<file path="config.mk">
export PLATFORM = sky130hd
export DESIGN_NAME = mc_ctrl_fsm
export DESIGN_NICKNAME = d
export VERILOG_FILES = /design/src/rtl/mc_ctrl_fsm.sv
export SDC_FILE = /design/constraint.sdc
export NUM_CORES = 1
export LEC_CHECK = 0
export CORE_ASPECT_RATIO = 1.4
export CORE_MARGIN = 5
export CORE_UTILIZATION = 49
export CTS_BUF_LIST = sky130_fd_sc_hd__clkbuf_8
export DETAILED_ROUTE_END_ITERATION = 7
export MAX_ROUTING_LAYER = met4
export PLACE_DENSITY = 0.83
export SLEW_MARGIN = 10
export SYNTH_ARGS = -nofsm -noshare
export SYNTH_HDL_FRONTEND = slang
export SYNTH_SLANG_ARGS = --single-unit
export TNS_END_PERCENT = 100
</file>
<file path="constraint.sdc">
create_clock -name clk -period 2.3 [get_ports clk]
set_input_delay 0.46 -clock clk [delete_from_list [all_inputs] [get_ports clk]]
set_output_delay 0.46 -clock clk [all_outputs]
set_load 0.1 [all_outputs]
</file>
<file path="src/rtl/mc_ctrl_fsm.sv">
// Multicycle CPU control FSM: sequences fetch/decode/execute/memory/writeback,
// drives datapath control strobes and counts retired instructions.
module mc_ctrl_fsm (
  input  logic        clk,
  input  logic        rst_n,
  input  logic [3:0]  opcode,
  input  logic        zero,
  input  logic        mem_ready,
  output logic        ir_wr,
  output logic        pc_wr,
  output logic [1:0]  pc_src,
  output logic        reg_wr,
  output logic        reg_des,
  output logic        alu_src,
  output logic        mem2reg,
  output logic        mem_rd,
  output logic        mem_wr,
  output logic        illegal,
  output logic [2:0]  state,
  output logic [15:0] retired
);

  localparam int unsigned OP_W  = 4;
  localparam int unsigned RET_W = 16;

  localparam logic [OP_W-1:0] OP_SHL  = 4'h5;
  localparam logic [OP_W-1:0] OP_ST   = 4'h6;
  localparam logic [OP_W-1:0] OP_LD   = 4'h7;
  localparam logic [OP_W-1:0] OP_SLI  = 4'h8;
  localparam logic [OP_W-1:0] OP_BR   = 4'h9;
  localparam logic [OP_W-1:0] OP_JUMP = 4'hA;

  localparam logic [1:0] PC_SEQ  = 2'b00;
  localparam logic [1:0] PC_BR   = 2'b01;
  localparam logic [1:0] PC_JUMP = 2'b10;

  typedef enum logic [2:0] {
    S_FETCH  = 3'd0,
    S_DECODE = 3'd1,
    S_EXEC   = 3'd2,
    S_MEM    = 3'd3,
    S_WB     = 3'd4,
    S_TRAP   = 3'd5
  } state_e;

  state_e           state_q, state_d;
  logic [OP_W-1:0]  op_q, op_d;
  logic [RET_W-1:0] retired_q, retired_d;

  logic is_rtype, is_st, is_ld, is_sli, is_br, is_jump;

  // Instruction class of the opcode captured in DECODE.
  assign is_rtype = (op_q <= OP_SHL);
  assign is_st    = (op_q == OP_ST);
  assign is_ld    = (op_q == OP_LD);
  assign is_sli   = (op_q == OP_SLI);
  assign is_br    = (op_q == OP_BR);
  assign is_jump  = (op_q == OP_JUMP);

  assign state   = 3'(state_q);
  assign retired = retired_q;

  // State, latched opcode and retire counter registers.
  always_ff @(posedge clk or negedge rst_n) begin
    if (!rst_n) begin
      state_q   <= S_FETCH;
      op_q      <= '0;
      retired_q <= '0;
    end else begin
      state_q   <= state_d;
      op_q      <= op_d;
      retired_q <= retired_d;
    end
  end

  // Next-state, opcode capture, retire increment and control strobes.
  always_comb begin
    logic retire;
    state_d   = state_q;
    op_d      = op_q;
    retired_d = retired_q;
    retire    = 1'b0;
    ir_wr     = 1'b0;
    pc_wr     = 1'b0;
    pc_src    = PC_SEQ;
    reg_wr    = 1'b0;
    reg_des   = 1'b0;
    alu_src   = 1'b0;
    mem2reg   = 1'b0;
    mem_rd    = 1'b0;
    mem_wr    = 1'b0;
    illegal   = 1'b0;

    case (state_q)
      S_FETCH: begin
        mem_rd = 1'b1;
        if (mem_ready) begin
          ir_wr   = 1'b1;
          pc_wr   = 1'b1;
          state_d = S_DECODE;
        end
      end

      S_DECODE: begin
        op_d    = opcode;
        state_d = (opcode > OP_JUMP) ? S_TRAP : S_EXEC;
      end

      S_EXEC: begin
        if (is_ld || is_st) begin
          alu_src = 1'b1;
          state_d = S_MEM;
        end else if (is_sli) begin
          alu_src = 1'b1;
          state_d = S_WB;
        end else if (is_rtype) begin
          reg_des = 1'b1;
          state_d = S_WB;
        end else if (is_br) begin
          pc_src  = PC_BR;
          pc_wr   = zero;
          retire  = 1'b1;
          state_d = S_FETCH;
        end else if (is_jump) begin
          pc_src  = PC_JUMP;
          pc_wr   = 1'b1;
          retire  = 1'b1;
          state_d = S_FETCH;
        end else begin
          state_d = S_FETCH;
        end
      end

      S_MEM: begin
        alu_src = 1'b1;
        if (is_ld) begin
          mem_rd = 1'b1;
          if (mem_ready) state_d = S_WB;
        end else if (is_st) begin
          mem_wr = 1'b1;
          if (mem_ready) begin
            retire  = 1'b1;
            state_d = S_FETCH;
          end
        end else begin
          state_d = S_FETCH;
        end
      end

      S_WB: begin
        reg_wr  = 1'b1;
        reg_des = is_rtype;
        mem2reg = is_ld;
        retire  = 1'b1;
        state_d = S_FETCH;
      end

      S_TRAP: begin
        illegal = 1'b1;
      end

      default: begin
        state_d = S_FETCH;
      end
    endcase

    if (retire) retired_d = retired_q + RET_W'(1);

    // While in reset the FETCH strobes must not follow mem_ready.
    if (!rst_n) begin
      ir_wr = 1'b0;
      pc_wr = 1'b0;
    end
  end

endmodule

</file>
# Yosys cells after proc, flatten, opt, wreduce, memory -nomap -nowiden
# Index checks and enable logic that the tools add are counted.
# op_classes
bitwise_logic	1
order_cmp	2
n_eq_ne	13
mux	48
n_reduce_logical	3
addsub	1
# ops
operator	n
two-way mux 1 bit	27
two-way mux 3 bit	9
adder 16 x 1 -> 16 bit (second input constant)	1
one-hot mux 3 bit (5 select lines)	1
== test 4 bit (second input constant)	3
two-way mux 2 bit	6
== test 4 x 3 -> 1 bit (second input constant)	2
one-hot mux 1 bit (2 select lines)	4
== test 3 x 2 -> 1 bit (second input constant)	2
== test 3 bit (second input constant)	2
inequality test 3 bit (second input constant)	2
greater-than comparator 4 bit (second input constant)	1
<= comparator 4 x 3 -> 1 bit (second input constant)	1
AND reduction 4 bit	1
== test 3 x 1 -> 1 bit (second input constant)	1
logical NOT 3 bit	1
one-hot mux 1 bit (3 select lines)	1
inequality test 2 bit (second input constant)	1
logical OR 1 bit	1
inverter 1 bit	1
# word_totals
reg_bits	23
in_bits	8

# Longest topological paths before layout
# Gate-level depths: netlist of the first run.
# depth
ltp_word	8
mapped_depth	6
ltp_nobuf	5

# Least setup slack after synthesis of the first run
# Ideal clock, no wire load.
# synth_timing
path_kind	register to output
start	register state_q[2] (netlist: state[2])
end	output port reg_des
path_buffers	1
arrival_time_ps	6105
setup_slack_ps	-4265
path_stages_with_launch	4
cell_sequence	dfrtp_1 -> clkbuf_1 -> xnor2_1 -> a2111oi_0
# synth_between
elab_chain_len	2
# synth_rtl
element	line	text
start: declaration	46	state_e state_q, state_d;
start signal: assignment	70	state_q <= state_d;
== test 3 bit / == test 3 x 2 -> 1 bit (equally long branches)	94	case (state_q)
one-hot mux 1 bit (2 select lines) *	94	
end: declaration	13	output logic reg_des,
# Every way passes the cells marked *; elsewhere a longest branch is shown, timed or not.

# Final worst setup path of the first run
# layout_timing
start	register state_q[0] (netlist: state[0])
end	output port mem2reg
# layout_between
elab_chain_len	2
# layout_rtl
element	line	text
== test 3 bit	94	
two-way mux 1 bit	94	
end: declaration	15	output logic mem2reg,
# Every way passes these cells.

==> PnR_summary.wiki, run 1 <==
{| class="wikitable"
! Metric !! Value
|-
| Routed len/inst || 15.6 um
|-
| Site Rows || 23
|-
| Final count of hold timing violations || 0
|-
| Clock Pin Slew Worst Setup and Hold Paths || 0.08 ns
|-
| Worst Path Class, Setup || flop to output pin
|-
| Cell Area, Synth || 0.00139 mm^2
|-
| Clock buffer count from CTS || 3
|-
| Category of the worst setup path launch point || flop
|-
| DRC marker count from the first detailed-route iteration || 14
|-
| Unrepaired setup endpoints after global routing || no
|-
| Maximum buffer depth of the clock tree || 2
|-
| Synth Instances || 134
|-
| Global placement routability congestion || 0.911
|-
| Main synth FF type || sky130_fd_sc_hd__dfrtp_1
|-
| Drt pass-1 iters || 4
|-
| Final period utilization || 0.963
|-
| Worst path arrival time || 1.75 ns
|-
| Total gr overflow || 0
|-
| Distinct cell type count of the synthesized netlist || 40
|-
| Cell with the largest stage delay on the worst path || sky130_fd_sc_hd__dfrtp_4
|-
| R2R cell count || 6
|-
| Synth top area share || 0.414
|-
| Setup slack of the worst register-to-register path || 0.34 ns
|-
| Width of the die || 55.0 um
|-
| Avg Synthesized Cell Area || 10.4 um^2
|-
| Number of I/O pins || 38
|-
| Net count after synthesis || 143
|-
| Root cell of the clock tree || sky130_fd_sc_hd__clkbuf_8
|-
| Avg Vias per Cell || 5.52
|-
| Wire length of the first global-routing pass || 5510 um
|-
| Number of fillers in the final layout || 193
|-
| Commonest cells in the netlist || 23 x sky130_fd_sc_hd__dfrtp_1, 17 x sky130_fd_sc_hd__nand2_1, 15 x sky130_fd_sc_hd__xor2_1, 9 x sky130_fd_sc_hd__a21oi_1, 5 x sky130_fd_sc_hd__mux2_2
|-
| Full die area || 0.00402 mm^2
|-
| Transition time at the pin with the least slew margin || 0.560 ns
|-
| Cell type group with the largest total delay on the critical path || simple AND/OR/NAND/NOR gates
|-
| Cells along the critical path || buf_4, nor3b_4, and3_4, buf_12
|-
| Number of max-cap violations || 0
|-
| Clock tree sinks || 23
|-
| Critical R2R Launch || state[0]$_DFFE_PN0P_
|-
| Area of the core region || 0.00279 mm^2
|-
| Clock tree from TritonCTS || done
|-
| Combined area of the multi-input logic cells || 942 um^2
|-
| Synth top area cells || sky130_fd_sc_hd__dfrtp_1 41%, sky130_fd_sc_hd__xor2_1 9.5%, sky130_fd_sc_hd__nand2_1 4.6%
|-
| Max Freq || 452 MHz
|-
| Initial Util || 0.498
|-
| Most common cell in the netlist || sky130_fd_sc_hd__dfrtp_1
|-
| Hold Crit Class || flop to flop
|-
| Sequential cell area fraction in the yosys report || 0.414
|-
| Overall global routing resource usage || 0.192
|-
| Stages on worst setup path || 4
|-
| Number of pins exceeding their max-slew limit in the final report || 0
|-
| Share of flip-flops with an asynchronous set or reset after synthesis || 1.00
|-
| Port-buffer cells || 37
|-
| Fraction of final layout cells with drive strength greater than 1 || 0.489
|-
| Cts hold-fix bufs || 0
|-
| Setup-violating endpoint count in the final report || 0
|-
| Crit path required time || 1.84 ns
|-
| Worst Hold Launch || retired[15]$_DFFE_PN0P_
|-
| Footprint of the flip-flops and latches || 589 um^2
|-
| Antenna viol nets, final || 0
|-
| Worst max-slew margin expressed relative to the limit || 0.625
|-
| Sum of buffers and inverters on the critical path || 2
|-
| Total of flip-flops plus latches after synthesis || 23
|-
| Number of antenna violations at the first check in global routing || 0
|-
| Post-layout net count || 186
|-
| Largest area contributor in the synthesized netlist || sky130_fd_sc_hd__dfrtp_1
|-
| Number of enable-type register cells in the synthesized netlist || 0
|-
| Sum of negative setup slack || 0 ns
|-
| Maximum number of pins on one net before global-route repair || 24
|-
| Total via count after detailed routing || 1176
|-
| Overall routed net length || 3330 um
|-
| Worst-path fanout max || 7
|-
| Slowest Stage Delay on Critical Path || 0.54 ns
|-
| Worst r2r dst || retired[9]$_DFFE_PN0P_
|-
| HPWL after detailed placement || 2660 um
|-
| Status || finished clean
|-
| DRC errors left || 0
|-
| Later-pin clock latency in the skew report || 0.26 ns
|-
| Number of antenna cells inserted || 0
|-
| Warnings from Yosys || 0
|-
| Worst hold path depth || 1
|-
| Number of global-route vias before repair || 1231
|-
| Maximum level of the CTS H-tree || 1
|-
| Final worst path period need || 2.21 ns
|-
| End of the worst hold path || retired[15]$_DFFE_PN0P_
|-
| Setup skew after layout || 0.00209 ns
|-
| Die boundary height || 73.0 um
|-
| Area growth syn-to-layout || 53.1%
|-
| Worst setup EP type || output pin
|}
==> cells by family after synthesis <==
group                    Yosys count  share of synthesized area
XOR/XNOR                          17                      0.107
flip-flops                        23                      0.414
multiplexers                       5                     0.0405
adder cells (fa/ha/maj)            1                    0.00900
AND/OR/NAND/NOR                   51                      0.213
buffers and inverters              9                     0.0387
AO/OA/AOI/OAI                     28                      0.177
==> layout make-up <==
| cell class | count | area share |
|---|---|---|
| well taps | 37 | 0.0218 |
| clock inverters | 1 | 0.00235 |
| clock buffers | 3 | 0.0194 |
| multi-input cells | 102 | 0.443 |
| inverters | 1 | 0.00176 |
| flip-flops and latches | 23 | 0.277 |
| repair buffers | 46 | 0.235 |
==> layer usage <==
| metal | routed length (um) | GRT usage | vias up |
|---|---|---|---|
| met4 | 60 | 0.0784 | 0 |
| met2 | 1810 | 0.320 | 31 |
| met5 | 0 | - | - |
| met1 | 1290 | 0.226 | 575 |
| met3 | 171 | 0.0245 | 6 |
| li1 | - | - | 564 |
==> how the worst max path moves through the flow <==
stage | from | endpoint
after CTS | state[2]$_DFFE_PN0P_ | pc_wr
after global placement | mem_ready | pc_wr
after floorplan | state[2]$_DFFE_PN0P_ | pc_wr
after detailed placement | mem_ready | pc_wr
after global routing | op_q[2]$_DFFE_PN0N_ | pc_wr
final | state[0]$_DFFE_PN0P_ | mem2reg
==> state kept, by name, indices dropped and copies added (netlist names) <==
register	flops
state	3
op_q	4
retired	16
==> worst reg2reg max path, delay by kind of cell (launching register included) <==
family | cells | cell delay, ns
flops | 1 | 0.54
simple gates | 1 | 0.33
compound gates | 2 | 0.39
xor+xnor | 1 | 0.16
buf+inv | 2 | 0.48
==> layout by cell type, fill, tap and decap left out, drive strengths merged, types with 2 or more instances in the layout <==
cell,count
a2111oi,4
a211oi,5
a21o,2
a21oi,9
and2,2
and3,3
and4,2
buf,39
clkbuf,3
clkdlybuf4s50,7
dfrtp,23
mux2,5
nand2,17
nand2b,2
nand3,4
nand4,2
nor2,3
nor2b,2
nor3,4
nor3b,5
o21bai,2
or2,2
xnor2,2
xor2,15
==> repair_timing <==
item | 4_1_cts | 5_1_grt
buffers inserted | 0 | 1
endpoints found under the setup margin | 0 | 1
gates resized for setup | 0 | 3
==> stage by stage <==
| step | area, um^2 | std cells | util | setup WS (ns) | hold WS, ns |
|---|---|---|---|---|---|
| 2_1_floorplan | 1610 | 134 | - | -0.508 | 0.164 |
| 3_3_place_gp | 2070 | 208 | 0.740 | 0.148 | 0.459 |
| 3_5_place_dp | 2070 | 208 | 0.740 | 0.126 | 0.459 |
| 4_1_cts | 2110 | 212 | 0.757 | 0.0391 | 0.474 |
| 5_1_grt | 2130 | 213 | 0.762 | 0.00581 | 0.527 |
| 6_report | 2130 | 213 | 0.762 | 0.0852 | 0.473 |
Power of run 1 is not shown: default switching activity piles up to over one toggle a cycle in this logic, so the estimate is an artifact.
==> run 2, diff against run 1 <==
Settings changed: CTS_BUF_LIST sky130_fd_sc_hd__clkbuf_8 to sky130_fd_sc_hd__clkbuf_4.
Clock period 2.3 ns to 2.1 ns, I/O delays scaled along.
==> PnR_summary.wiki, run 2 (synthesized netlist as in run 1, its figures left out) <==
{| class="wikitable"
! Metric !! Value
|-
| Status || finished, violations left
|-
| Violations in the final reports || negative setup slack
|-
| Crit path required time || 1.68 ns
|-
| Worst setup EP type || output pin
|-
| Final worst path period need || 2.27 ns
|-
| Max Freq || 440 MHz
|-
| Worst path arrival time || 1.85 ns
|-
| Setup skew after layout || 0.00682 ns
|-
| Wire length of the first global-routing pass || 5990 um
|-
| Sum of negative setup slack || -0.413 ns
|-
| Overall global routing resource usage || 0.207
|-
| Initial Util || 0.498
|-
| Number of antenna violations at the first check in global routing || 0
|-
| HPWL after detailed placement || 2810 um
|-
| Cells along the critical path || buf_6, nor2_4, nand2_4, nor3b_4, o21bai_4, buf_12
|-
| Number of pins exceeding their max-slew limit in the final report || 0
|-
| Avg Vias per Cell || 5.60
|-
| Core utilization of the finished layout || 0.881
|-
| Site Rows || 23
|-
| Die boundary height || 73.0 um
|-
| Area of the core region || 0.00279 mm^2
|-
| Worst Path Class, Setup || flop to output pin
|-
| Post-layout net count || 208
|-
| Global placement routability congestion || 0.794
|-
| Overall routed net length || 4350 um
|-
| Routed len/inst || 18.5 um
|-
| Clock tree sinks || 23
|-
| Area growth syn-to-layout || 77.0%
|-
| Final period utilization || 1.08
|-
| Port-buffer cells || 37
|-
| DRC marker count from the first detailed-route iteration || 40
|-
| Cell type group with the largest total delay on the critical path || flip-flops
|-
| Total via count after detailed routing || 1317
|-
| Final count of hold timing violations || 0
|-
| Clock tree from TritonCTS || done
|-
| Sum of buffers and inverters on the critical path || 2
|-
| Full die area || 0.00402 mm^2
|-
| Slowest Stage Delay on Critical Path || 0.52 ns
|-
| Least setup slack across all paths after layout || -0.175 ns
|-
| Maximum number of pins on one net before global-route repair || 24
|-
| Leading cell types in the layout, fill and taps excluded || 39 x sky130_fd_sc_hd__buf_4, 18 x sky130_fd_sc_hd__dfrtp_1, 15 x sky130_fd_sc_hd__xor2_1, 15 x sky130_fd_sc_hd__buf_12, 13 x sky130_fd_sc_hd__nand2_1
|-
| Number of I/O pins || 38
|-
| Total gr overflow || 0
|-
| Maximum level of the CTS H-tree || 1
|-
| Combined area of the multi-input logic cells || 0.00103 mm^2
|-
| Cell with the largest stage delay on the worst path || sky130_fd_sc_hd__dfrtp_4
|-
| Number of antenna cells inserted || 0
|-
| Commonest non-fill, non-tap cell in the layout || sky130_fd_sc_hd__buf_4
|-
| Worst-path fanout max || 9
|-
| Worst max-slew margin expressed relative to the limit || 0.669
|-
| Unrepaired setup endpoints after global routing || yes
|-
| Footprint of the flip-flops and latches || 589 um^2
|-
| Setup-violating endpoint count in the final report || 4
|-
| Largest register FFs || 16
|-
| Later-pin clock latency in the skew report || 0.32 ns
|-
| DRC errors left || 0
|-
| Number of global-route vias before repair || 1297
|-
| Number of fillers in the final layout || 124
|-
| Worst hold slack after final layout || 0.474 ns
|-
| Hold Crit Class || flop to flop
|-
| Number of max-cap violations || 0
|-
| Antenna viol nets, final || 0
|-
| Drt pass-1 iters || 4
|-
| Root cell of the clock tree || sky130_fd_sc_hd__clkbuf_4
|-
| Transition time at the pin with the least slew margin || 0.495 ns
|-
| Maximum buffer depth of the clock tree || 2
|-
| Fraction of final layout cells with drive strength greater than 1 || 0.601
|-
| Width of the die || 55.0 um
|-
| Cts hold-fix bufs || 0
|-
| Clock Pin Slew Worst Setup and Hold Paths || 0.12 ns
|-
| Category of the worst setup path launch point || flop
|-
| Clock buffer count from CTS || 3
|}
[run 2: per-layer routing]
metal | up-vias | wire length (um) | GRT usage
met4 | 0 | 64 | 0.0811
met3 | 6 | 164 | 0.0286
met2 | 42 | 2310 | 0.368
met5 | - | 0 | -
li1 | 613 | - | -
met1 | 656 | 1810 | 0.223
[run 2: metrics by stage]
stage	instance area, um^2	setup WS (ns)	std cells
final	2460	-0.175	235
after global routing	2460	-0.225	235
after CTS	2210	-0.148	218
after detailed placement	2120	0.0713	210
after global placement	2120	0.0897	210
after floorplan	1610	-0.668	134
[run 2: final timing paths]
kind,slack [ns],end,from,depth (start not counted)
max reg2reg,0.17,retired[13]$_DFFE_PN0P_,state[2]$_DFFE_PN0P_,7
min,0.47,retired[15]$_DFFE_PN0P_,retired[15]$_DFFE_PN0P_,1
max,-0.17,pc_wr,state[0]$_DFFE_PN0P_,6
max in group asynchronous,1.31,state[0]$_DFFE_PN0P_,rst_n,2
min reg2reg,0.47,retired[15]$_DFFE_PN0P_,retired[15]$_DFFE_PN0P_,1
min in group asynchronous,0.54,retired[7]$_DFFE_PN0P_,rst_n,2
[run 2: cell type report]
type	instances	area share
timing repair buffer	68	0.307
clock inverter	1	0.00305
inverter	1	0.00153
sequential	23	0.240
tap	37	0.0188
clock buffer	3	0.00916
multi-input combinational	102	0.421
[run 2: repair_timing]
item | CTS | global route
pin swaps | 2 | 10
resized for setup | 7 | 23
gates cloned | 0 | 1
endpoints found under the setup margin | 8 | 10
buffers inserted | 4 | 16
endpoints found under the hold margin | 0 | 0
Power of run 2 is left out for the same reason.
==> run 3, diff against run 2 <==
Settings changed: RECOVER_POWER set to 100.
==> PnR_summary.wiki, run 3 (synthesized netlist as in run 1, its figures left out) <==
{| class="wikitable"
! Metric !! Value
|-
| Root cell of the clock tree || sky130_fd_sc_hd__clkbuf_4
|-
| Violations in the final reports || negative setup slack
|-
| Hold Crit Class || flop to flop
|-
| Setup skew after layout || 0.00687 ns
|-
| Max Freq || 440 MHz
|-
| Fraction of final layout cells with drive strength greater than 1 || 0.591
|-
| Worst Hold Launch || retired[15]$_DFFE_PN0P_
|-
| Number of global-route vias before repair || 1297
|-
| Avg Vias per Cell || 5.61
|-
| Total gr overflow || 0
|-
| Leading cell types in the layout, fill and taps excluded || 33 x sky130_fd_sc_hd__buf_4, 19 x sky130_fd_sc_hd__dfrtp_1, 15 x sky130_fd_sc_hd__xor2_1, 15 x sky130_fd_sc_hd__buf_12, 13 x sky130_fd_sc_hd__nand2_1
|-
| Maximum level of the CTS H-tree || 1
|-
| Worst Path Class, Setup || flop to output pin
|-
| Core utilization of the finished layout || 0.875
|-
| R2R cell count || 7
|-
| Number of pins exceeding their max-slew limit in the final report || 0
|-
| Final count of hold timing violations || 0
|-
| DRC marker count from the first detailed-route iteration || 44
|-
| Worst-path fanout max || 9
|-
| Setup-violating endpoint count in the final report || 5
|-
| Number of max-cap violations || 0
|-
| Largest register FFs || 16
|-
| Worst hold path depth || 1
|-
| Antenna viol nets, final || 0
|-
| Clock buffer count from CTS || 3
|-
| Site Rows || 23
|-
| Commonest non-fill, non-tap cell in the layout || sky130_fd_sc_hd__buf_4
|-
| Worst max-slew margin expressed relative to the limit || 0.173
|-
| DRC errors left || 0
|-
| Setup slack of the worst register-to-register path || 0.17 ns
|-
| Initial Util || 0.498
|-
| Placed Instances || 210
|-
| Number of fillers in the final layout || 132
|-
| Width of the die || 55.0 um
|-
| Final worst path period need || 2.27 ns
|-
| Drt pass-1 iters || 4
|-
| Global placement routability congestion || 0.794
|-
| Status || finished, violations left
|-
| Later-pin clock latency in the skew report || 0.32 ns
|-
| Overall routed net length || 4360 um
|-
| Full die area || 0.00402 mm^2
|-
| Worst path arrival time || 1.85 ns
|-
| Area of the core region || 0.00279 mm^2
|-
| Maximum number of pins on one net before global-route repair || 24
|-
| Final period utilization || 1.08
|-
| Routed len/inst || 18.6 um
|-
| Port-buffer cells || 37
|-
| Worst setup EP type || output pin
|-
| Number of antenna cells inserted || 0
|-
| Transition time at the pin with the least slew margin || 1.24 ns
|-
| Die boundary height || 73.0 um
|-
| Post-layout net count || 208
|-
| Clock tree from TritonCTS || done
|-
| Critical R2R Launch || state[2]$_DFFE_PN0P_
|-
| Worst r2r dst || retired[13]$_DFFE_PN0P_
|-
| Number of antenna violations at the first check in global routing || 0
|-
| Overall global routing resource usage || 0.207
|-
| Clock tree sinks || 23
|-
| Unrepaired setup endpoints after global routing || yes
|-
| Maximum buffer depth of the clock tree || 2
|-
| Non-filler cells, final || 235
|-
| Crit path required time || 1.68 ns
|-
| Total via count after detailed routing || 1319
|-
| End of the worst hold path || retired[15]$_DFFE_PN0P_
|-
| HPWL after detailed placement || 2810 um
|-
| Cts hold-fix bufs || 0
|-
| Least setup slack across all paths after layout || -0.174 ns
|-
| Number of I/O pins || 38
|-
| Clock Pin Slew Worst Setup and Hold Paths || 0.12 ns
|-
| Area growth syn-to-layout || 75.7%
|-
| Wire length of the first global-routing pass || 5990 um
|-
| Category of the worst setup path launch point || flop
|}
-- run 3: routing by layer --
layer	wire length (um)	vias up	track usage
met5	0	-	-
met4	64	0	0.0811
met3	175	6	0.0286
met2	2310	46	0.368
met1	1820	653	0.223
li1	-	614	-
-- run 3: worst max-delay path by stage --
stage | from | endpoint | slack (ns) | cells past startpoint
floorplan | state[2]$_DFFE_PN0P_ | pc_wr | -0.67 | 5
global placement | mem_ready | pc_wr | 0.09 | 4
detailed placement | mem_ready | pc_wr | 0.07 | 4
CTS | state[2]$_DFFE_PN0P_ | pc_wr | -0.15 | 5
global route | state[0]$_DFFE_PN0P_ | pc_wr | -0.22 | 6
finish | state[0]$_DFFE_PN0P_ | pc_wr | -0.17 | 6
-- run 3: area by class of cell --
| class | count | area [um^2] | area share |
|---|---|---|---|
| repair buffers | 68 | 739 | 0.303 |
| well taps | 37 | 46.3 | 0.0190 |
| clock buffers | 3 | 22.5 | 0.00922 |
| flip-flops and latches | 23 | 588 | 0.241 |
| inverters | 1 | 3.75 | 0.00154 |
| multi-input cells | 102 | 1030 | 0.424 |
| clock inverters | 1 | 7.51 | 0.00307 |
-- run 3: worst max-delay path: stages, from the launching register on --
cell,delay (ns)
sky130_fd_sc_hd__dfrtp_4,0.52
sky130_fd_sc_hd__buf_6,0.17
sky130_fd_sc_hd__nor2_4,0.16
sky130_fd_sc_hd__nand2_4,0.09
sky130_fd_sc_hd__nor3b_4,0.23
sky130_fd_sc_hd__o21bai_4,0.17
sky130_fd_sc_hd__buf_12,0.19
-- run 3: what timing repair did --
action                                  in CTS  in global routing
cloned                                       0                  1
endpoints found under the setup margin       8                 10
buffers inserted                             4                 16
pin swaps                                    2                 10
hold endpoints to repair                     0                  0
resized for setup                            7                 23
-- run 3: metrics by stage --
stage               hold slack (ns)  area, um^2  setup TNS, ns  setup slack, ns
floorplan                     0.124        1610          -9.76           -0.668
global placement              0.460        2120              0           0.0897
detailed placement            0.459        2120              0           0.0713
CTS                           0.480        2210         -0.300           -0.148
global route                  0.510        2440         -0.968           -0.225
finish                        0.472        2440         -0.412           -0.174
Power of run 3 is left out for the same reason.
